**src/rtl/nes_mapper_pkg.sv**
```systemverilog
// Shared constants, encodings and helpers for the MMC1 bank-switching stage.
// Latency: none (declarations only).
// Backpressure: none.
package nes_mapper_pkg;

  // Register selected by latched CPU A14..A13 on the fifth serial write
  localparam logic [1:0] REG_CTRL = 2'd0;
  localparam logic [1:0] REG_CHR0 = 2'd1;
  localparam logic [1:0] REG_CHR1 = 2'd2;
  localparam logic [1:0] REG_PRG  = 2'd3;

  // PRG banking modes held in control[3:2]
  typedef enum logic [1:0] {
    PRG_MODE_32K_A     = 2'd0,
    PRG_MODE_32K_B     = 2'd1,
    PRG_MODE_FIX_FIRST = 2'd2,
    PRG_MODE_FIX_LAST  = 2'd3
  } prg_mode_e;

  // Nametable mirroring held in control[1:0]
  typedef enum logic [1:0] {
    MIRROR_ONE_LO = 2'd0,
    MIRROR_ONE_HI = 2'd1,
    MIRROR_VERT   = 2'd2,
    MIRROR_HORZ   = 2'd3
  } mirror_e;

  // Control value after reset and OR-mask applied by a data[7] write
  localparam logic [4:0] CTRL_RESET = 5'h0C;

  // Bank window sizes as address-bit counts (16 KB PRG, 4 KB CHR)
  localparam int PRG_BANK_BITS = 14;
  localparam int CHR_BANK_BITS = 12;

  // Serial count value at which the next bit completes a register
  localparam logic [2:0] SHIFT_LAST = 3'd4;

  // The four internal mapper registers
  typedef struct packed {
    logic [4:0] control;
    logic [4:0] chr0;
    logic [4:0] chr1;
    logic [4:0] prg;
  } mmc1_regs_t;

  // Unmasked 16 KB bank number for one CPU half ($8000 when a14=0)
  function automatic logic [3:0] prg_bank_sel(
    input prg_mode_e  mode,
    input logic [3:0] prg,
    input logic       a14,
    input logic [3:0] last_bank
  );
    logic [3:0] bank;
    bank = 4'd0;
    unique case (mode)
      PRG_MODE_32K_A,
      PRG_MODE_32K_B:     bank = {prg[3:1], a14};
      PRG_MODE_FIX_FIRST: bank = a14 ? prg : 4'd0;
      PRG_MODE_FIX_LAST:  bank = a14 ? last_bank : prg;
      default:            bank = 4'd0;
    endcase
    return bank;
  endfunction

endpackage

```
**src/rtl/nes_bus_sync.sv**
```systemverilog
// Synchronises M2/RW/ROMSEL into core clock and flags falling M2 edges.
// Latency: SYNC_STAGES clks to levels; write event on the clk the synced M2 falls.
// Backpressure: none; the CPU bus cannot be stalled.
module nes_bus_sync #(
  parameter int SYNC_STAGES = 2
) (
  input  logic clk,
  input  logic rst,
  input  logic i_m2,
  input  logic i_rw,
  input  logic i_rom_sel_n,
  output logic o_m2,
  output logic o_rw,
  output logic o_rom_sel_n,
  output logic o_wr_cond,
  output logic o_m2_fall,
  output logic o_write_event
);

  logic [SYNC_STAGES-1:0] r_m2_sync;
  logic [SYNC_STAGES-1:0] r_rw_sync;
  logic [SYNC_STAGES-1:0] r_sel_sync;
  logic                   r_m2_prev;
  logic                   r_cond_prev;

  // Synchroniser chains; reset to an idle bus (M2 low, read, ROM deselected)
  always_ff @(posedge clk) begin
    if (rst) begin
      r_m2_sync  <= '0;
      r_rw_sync  <= '1;
      r_sel_sync <= '1;
    end else begin
      r_m2_sync  <= {r_m2_sync[SYNC_STAGES-2:0], i_m2};
      r_rw_sync  <= {r_rw_sync[SYNC_STAGES-2:0], i_rw};
      r_sel_sync <= {r_sel_sync[SYNC_STAGES-2:0], i_rom_sel_n};
    end
  end

  assign o_m2        = r_m2_sync[SYNC_STAGES-1];
  assign o_rw        = r_rw_sync[SYNC_STAGES-1];
  assign o_rom_sel_n = r_sel_sync[SYNC_STAGES-1];
  assign o_wr_cond   = o_m2 & ~o_rw & ~o_rom_sel_n;

  // One-clk history of synced M2 and of the ROM-write condition
  always_ff @(posedge clk) begin
    if (rst) begin
      r_m2_prev   <= 1'b0;
      r_cond_prev <= 1'b0;
    end else begin
      r_m2_prev   <= o_m2;
      r_cond_prev <= o_wr_cond;
    end
  end

  // A write event is an M2 fall whose last high clk was a ROM write
  assign o_m2_fall     = r_m2_prev & ~o_m2;
  assign o_write_event = o_m2_fall & r_cond_prev;

endmodule

```
**src/rtl/mmc1_mapper.sv**
```systemverilog
// MMC1 mapper: serial register loads, PRG/CHR bank translation and mirroring.
// Latency: write applied SYNC_STAGES+1 clks after M2 falls; address maps 1 clk.
// Backpressure: none; every accepted CPU write is consumed as it arrives.
module mmc1_mapper
  import nes_mapper_pkg::*;
#(
  parameter logic [22:0] PRG_BASE    = 23'h000000,
  parameter int          PRG_BANKS   = 16,
  parameter int          CHR_BANKS   = 32,
  parameter int          SYNC_STAGES = 2
) (
  input  logic        clk,
  input  logic        rst,
  input  logic        cpu_m2,
  input  logic        cpu_rw,
  input  logic        cpu_rom_sel_n,
  input  logic [14:0] cpu_addr,
  input  logic [7:0]  cpu_data_in,
  input  logic [12:0] ppu_addr,
  output logic [22:0] prg_addr,
  output logic [16:0] chr_addr,
  output logic [1:0]  mirror,
  output logic        prg_ram_en,
  output logic        load_pulse
);

  localparam logic [3:0] PRG_MASK = 4'(PRG_BANKS - 1);
  localparam logic [4:0] CHR_MASK = 5'(CHR_BANKS - 1);

  logic w_m2, w_rw, w_rom_sel_n, w_wr_cond, w_m2_fall, w_write_event;

  nes_bus_sync #(
    .SYNC_STAGES (SYNC_STAGES)
  ) u_sync (
    .clk           (clk),
    .rst           (rst),
    .i_m2          (cpu_m2),
    .i_rw          (cpu_rw),
    .i_rom_sel_n   (cpu_rom_sel_n),
    .o_m2          (w_m2),
    .o_rw          (w_rw),
    .o_rom_sel_n   (w_rom_sel_n),
    .o_wr_cond     (w_wr_cond),
    .o_m2_fall     (w_m2_fall),
    .o_write_event (w_write_event)
  );

  // Only A14..A13 and data bits 7 and 0 matter to the serial port
  logic [1:0] r_lat_sel;
  logic       r_lat_d7;
  logic       r_lat_d0;

  // Track the CPU write while it is in progress; last value wins at M2 fall
  always_ff @(posedge clk) begin
    if (rst) begin
      r_lat_sel <= 2'd0;
      r_lat_d7  <= 1'b0;
      r_lat_d0  <= 1'b0;
    end else if (w_wr_cond) begin
      r_lat_sel <= cpu_addr[14:13];
      r_lat_d7  <= cpu_data_in[7];
      r_lat_d0  <= cpu_data_in[0];
    end
  end

  mmc1_regs_t r_regs, w_regs_nxt;
  logic [4:0] r_shift, w_shift_nxt;
  logic [2:0] r_count, w_count_nxt;
  logic       r_prev_wr, w_prev_wr_nxt;
  logic       r_load_pulse, w_load_pulse_nxt;
  logic       w_accept;
  logic [4:0] w_value;

  // Serial-port next state: reset-bit, shift-in, or fifth-bit register load
  always_comb begin
    w_regs_nxt       = r_regs;
    w_shift_nxt      = r_shift;
    w_count_nxt      = r_count;
    w_prev_wr_nxt    = r_prev_wr;
    w_load_pulse_nxt = 1'b0;
    // RMW instructions write twice on back-to-back M2 cycles; only the first
    // loads, but a reset-bit write is honoured regardless
    w_accept = w_write_event & (~r_prev_wr | r_lat_d7);
    w_value  = {r_lat_d0, r_shift[4:1]};

    if (w_m2_fall) begin
      w_prev_wr_nxt = w_write_event;
    end

    if (w_accept) begin
      if (r_lat_d7) begin
        w_shift_nxt        = 5'd0;
        w_count_nxt        = 3'd0;
        w_regs_nxt.control = r_regs.control | CTRL_RESET;
      end else if (r_count == SHIFT_LAST) begin
        unique case (r_lat_sel)
          REG_CTRL: w_regs_nxt.control = w_value;
          REG_CHR0: w_regs_nxt.chr0    = w_value;
          REG_CHR1: w_regs_nxt.chr1    = w_value;
          REG_PRG:  w_regs_nxt.prg     = w_value;
          default:  w_regs_nxt         = r_regs;
        endcase
        w_shift_nxt      = 5'd0;
        w_count_nxt      = 3'd0;
        w_load_pulse_nxt = 1'b1;
      end else begin
        w_shift_nxt = w_value;
        w_count_nxt = r_count + 3'd1;
      end
    end
  end

  // Mapper state registers; reset wins over a same-clk write event
  always_ff @(posedge clk) begin
    if (rst) begin
      r_regs.control <= CTRL_RESET;
      r_regs.chr0    <= 5'd0;
      r_regs.chr1    <= 5'd0;
      r_regs.prg     <= 5'd0;
      r_shift        <= 5'd0;
      r_count        <= 3'd0;
      r_prev_wr      <= 1'b0;
      r_load_pulse   <= 1'b0;
    end else begin
      r_regs       <= w_regs_nxt;
      r_shift      <= w_shift_nxt;
      r_count      <= w_count_nxt;
      r_prev_wr    <= w_prev_wr_nxt;
      r_load_pulse <= w_load_pulse_nxt;
    end
  end

  prg_mode_e   w_prg_mode;
  logic [3:0]  w_prg_bank;
  logic [22:0] w_prg_addr;
  logic [4:0]  w_chr_bank;
  logic [16:0] w_chr_addr;

  // Combinational bank translation feeding the output registers
  always_comb begin
    w_prg_mode = prg_mode_e'(r_regs.control[3:2]);
    w_prg_bank = prg_bank_sel(w_prg_mode, r_regs.prg[3:0], cpu_addr[14],
                              PRG_MASK) & PRG_MASK;
    // Sum wraps naturally at 23 bits
    w_prg_addr = PRG_BASE + 23'({w_prg_bank, cpu_addr[PRG_BANK_BITS-1:0]});

    if (r_regs.control[4]) begin
      w_chr_bank = (ppu_addr[12] ? r_regs.chr1 : r_regs.chr0) & CHR_MASK;
      w_chr_addr = {w_chr_bank, ppu_addr[CHR_BANK_BITS-1:0]};
    end else begin
      // 8 KB mode ignores chr0[0]; A12 selects the 4 KB half directly
      w_chr_bank = r_regs.chr0 & CHR_MASK;
      w_chr_addr = {w_chr_bank[4:1], ppu_addr[12:0]};
    end
  end

  // Registered map outputs; pure datapath, valid one clk after inputs settle
  always_ff @(posedge clk) begin
    prg_addr   <= w_prg_addr;
    chr_addr   <= w_chr_addr;
    mirror     <= r_regs.control[1:0];
    prg_ram_en <= ~r_regs.prg[4];
  end

  assign load_pulse = r_load_pulse;

endmodule

```
**config.mk**
```make
export PLATFORM = sky130hd
export DESIGN_NAME = mmc1_mapper
export DESIGN_NICKNAME = d
export VERILOG_FILES = /design/src/rtl/nes_mapper_pkg.sv /design/src/rtl/nes_bus_sync.sv /design/src/rtl/mmc1_mapper.sv
export SDC_FILE = /design/constraint.sdc
export NUM_CORES = 1
export LEC_CHECK = 0
export ABC_AREA = 1
export ABC_CLOCK_PERIOD_IN_PS = 2000
export CORE_MARGIN = 3
export CORE_UTILIZATION = 25
export DETAILED_ROUTE_END_ITERATION = 8
export HOLD_SLACK_MARGIN = 0.15
export SLEW_MARGIN = 20
export SYNTH_ARGS = -nofsm -noshare
export SYNTH_HDL_FRONTEND = slang
export SYNTH_SLANG_ARGS = --single-unit
```
**constraint.sdc**
```tcl
create_clock -name clk -period 2 [get_ports clk]
set_clock_uncertainty 0.15 [all_clocks]
set_input_delay 0.6 -clock clk [delete_from_list [all_inputs] [get_ports clk]]
set_output_delay 0.6 -clock clk [all_outputs]
set_load 0.01 [all_outputs]
```
==> results summary <==
The run finished with clean final reports. For this design, the CTS-stage hold fixing added 0 buffers. The worst relative slew slack is a little under three fifths. Synthesis inferred ~80 register bits.

The final critical path takes up a little over nine tenths of the cycle. The number of placement rows is 37. The reported leakage power came out at around 1.6 nW. The endpoint required time on the critical path came out at between 1 and 1.5 ns. The area of the multi-input gates is approximately 790 µm². The H-tree level count is 3. The min-delay analysis places its worst path in the category reg -> reg. The number of max-cap violations is 0. The area of the core came out at 10400 µm².

The number of pins with negative max-slew slack in the final report is 0. Among all stages on the critical path, the largest delay is contributed by sky130_fd_sc_hd__clkdlybuf4s50_1. The top-level I/O count came out at 85. The arrival time of the worst setup path is about 1.2 ns. The die covers 12000 µm². The number of setup violations in the final report is 0. Summing the sequential cell areas from Yosys gives 59.1% of the chip area. STA classifies the critical path endpoint as a primary output. The post-synthesis cell area came out at 2680 µm². The maximum clock path buffer count is 2. The die is 109 µm tall. The average via count per standard cell came out at between 3 and 4. Cells with a size suffix above 1 make up 7.71% of the layout. The count of final hold-check violations is 0. The total DRC errors in the routed layout came out at 0. The first-pass detailed-route iteration total is 4.

The critical path is of the reg -> out type. Power spread over the standard cell area amounts to 788 nW/µm². Setup slack on the critical path of the routed design comes to ~0.055 ns. The number of fillers in the final layout came out at around 1100. The via count of the first global-routing pass is just under 2000. The largest net degree at the start of global routing is 40.

The share of the synthesized area in compound gates (AO/OA/AOI/OAI) is roughly 6%. For the pin with the worst max-slew slack, the measured transition is 0.664 ns. Setup repair after global routing left no endpoint under its margin. Summed over all failing endpoints, the final setup total negative slack is 0 ns. The number of antenna violations at the first check in global routing is 0. The clock transition at the register clock pins on the worst setup and hold paths after CTS is approximately 0.09 ns. Once the floorplan was initialized, standard cells occupied about a quarter of the core. STA classifies the critical path startpoint as a register.

The upper clock frequency limit came out at just over 500 MHz. The total global routing overflow is 0. After Yosys synthesis, XOR and XNOR cells account for 0% of the synthesized area. The total routed wirelength came out at 5160 µm. The repair_antennas step left the layout with diodes totalling 0. The largest area contributor in the synthesized netlist is sky130_fd_sc_hd__dfxtp_1. The number of nets with antenna violations after routing came out at 0. The delay of the slowest cell on the worst path is roughly 0.54 ns. Timing analysis after detailed placement gives a worst setup slack of between 0.03 and 0.04 ns. The CTS tree is yes. The count of clock tree sinks came out at between 70 and 80.

The register area came out at between 1500 and 2000 µm². Each instance of the synthesized netlist takes up on average 8.41 µm². The root buffer cell chosen for the clock tree is sky130_fd_sc_hd__clkbuf_8. The fraction of the mapped netlist area in simple logic gates came out at 22.2%.

The width of the chip came out at between 100 and 150 µm. The number of warnings issued by yosys is 0. The maximum fanout encountered on the critical timing path came out at 1. The DRC marker count from the first detailed-route iteration came out at approximately 100. The final critical path time including I/O delays and setup came out at 1.94 ns. The setup fix buffers added after clock tree synthesis came out at 0.

Synthesis produced a netlist whose cell count is approximately 320. The main combinational cell family by area after synthesis is simple AND/OR/NAND/NOR gates. The number of distinct library cells after synthesis came out at 23. The wire length of the first global-routing pass is around 8400 µm. The peak supply drop came out at about 0.33 mV. Among cell families on the critical path, the largest total delay comes from buffers and inverters. Detailed placement finished with a half-perimeter wire length of roughly 3800 µm. The worst hold slack after final layout came out at about 0.21 ns.

In this run, CTS created clock tree buffers numbering 9. In the synthesized netlist, mux cells make up 0% of the area. The signal on the critical path passes through clkdlybuf4s50_1. Global routing used a little under a tenth of the available tracks across all layers. Counting both buffers and inverters, the worst setup path holds a total of 1. The relative area change from synthesis to final layout is 41.4%.

The placer congestion estimate is 0.751. The share of synthesized area in the top cell type comes to 59.1%. The mean routed wirelength per cell came out at roughly 9.6 µm. The total via count in the routed design is between 2000 and 2500. The number of nets in the layout is 440.

By area the synthesized netlist is led by sky130_fd_sc_hd__dfxtp_1 59%, sky130_fd_sc_hd__nand2_1 9.0%, sky130_fd_sc_hd__inv_1 8.4%. Summing the areas of all fa, ha and maj instances in the mapped netlist gives 0.935% of the synthesized area. The clock insertion delay at the later pin of the skew report came out at roughly 0.35 ns. Port buffering added 73 buffers. The final core utilization is between 30% and 40%.
synthesized netlist by cell type, drive strengths merged:
cell type / instances
dfxtp: 79
nand2: 64
inv: 60
nor2: 35
o21ai: 19
nand4: 18
buf: 11
nand3: 9
a21oi: 8
or2: 4
clkbuf: 3
ha: 2
o211ai: 2
conb: 1
nand3b: 1
nor4: 1
o21bai: 1
timing repair:
item | CTS | global route
resized for setup | 0 | 13
endpoints found under the setup margin | 0 | 13
hold endpoints to repair | 0 | 0
final timing paths:
path                startpoint  slack, ns  cells past startpoint           end
setup reg to reg    r_count[0]       0.32                      8     r_regs[6]
hold / removal      r_regs[15]       0.21                      0     mirror[0]
hold reg to reg     r_regs[15]       0.21                      0     mirror[0]
setup / recovery  prg_addr[13]       0.06                      1  prg_addr[13]
layer usage:
layer,global-route usage [%],vias to the layer above,routed length (µm)
li1,-,1122,-
met1,10.3,898,2220
met2,14.1,61,2360
met3,4.99,7,527
met5,0,-,0
met4,3.47,0,51
worst register-to-register path, cell delays in order (launching register included):
cell                      delay, ns
sky130_fd_sc_hd__dfxtp_1       0.33
sky130_fd_sc_hd__inv_1         0.07
sky130_fd_sc_hd__ha_1          0.14
sky130_fd_sc_hd__nand2_1       0.19
sky130_fd_sc_hd__nor2_2        0.32
sky130_fd_sc_hd__nand3_2       0.18
sky130_fd_sc_hd__nand2_1       0.11
sky130_fd_sc_hd__inv_1         0.04
sky130_fd_sc_hd__nor2_1        0.10
placed cells by master, fill, tap and decap left out, drive strengths merged, types with 5 or more instances in the layout:
cell / n
a21oi: 8
buf: 5
clkbuf: 10
clkdlybuf4s50: 60
conb: 5
dfxtp: 79
dlymetal6s2s: 13
inv: 61
nand2: 64
nand3: 9
nand4: 18
nor2: 35
o21ai: 19
logic make-up after synthesis:
family | count (synthesis)
AOI/OAI and AO/OA | 30
adders and majority gates | 2
other | 1
and+or+nand+nor | 132
DFF | 79
buffers and inverters | 74
cell type report:
cell class,count,area share (%)
clock inverter,6,1.85
inverter,60,5.95
tap,136,4.50
sequential,79,41.8
timing repair buffer,78,21.5
clock buffer,10,3.37
multi-input combinational,169,21.0
sequential cells by signal, indices dropped and copies added, names as in the netlist, 2 cells and up:
register and count:
r_shift 4, mirror 2, r_regs 20, chr_addr 17, u_sync.r_rw_sync 2, r_lat_sel 2, r_count 3, u_sync.r_m2_sync 2
prg_addr 18, u_sync.r_sel_sync 2
power by group:
group	internal (mW)	total, mW	switching [mW]
registers	1.61	1.62	0.00871
logic	0.122	0.189	0.0673
clock network	0.583	1.17	0.587
total	2.32	2.98	0.663
per-stage QoR:
stage                     cell area (µm²)  cells  power, mW
after global routing                 3780    538       3.12
after global placement               3550    522       1.85
final                                3780    538       2.98
after CTS                            3750    538       3.04
after detailed placement             3550    522       1.85
after floorplan                      2690    322       1.72
(Power assumes the default switching activity.)
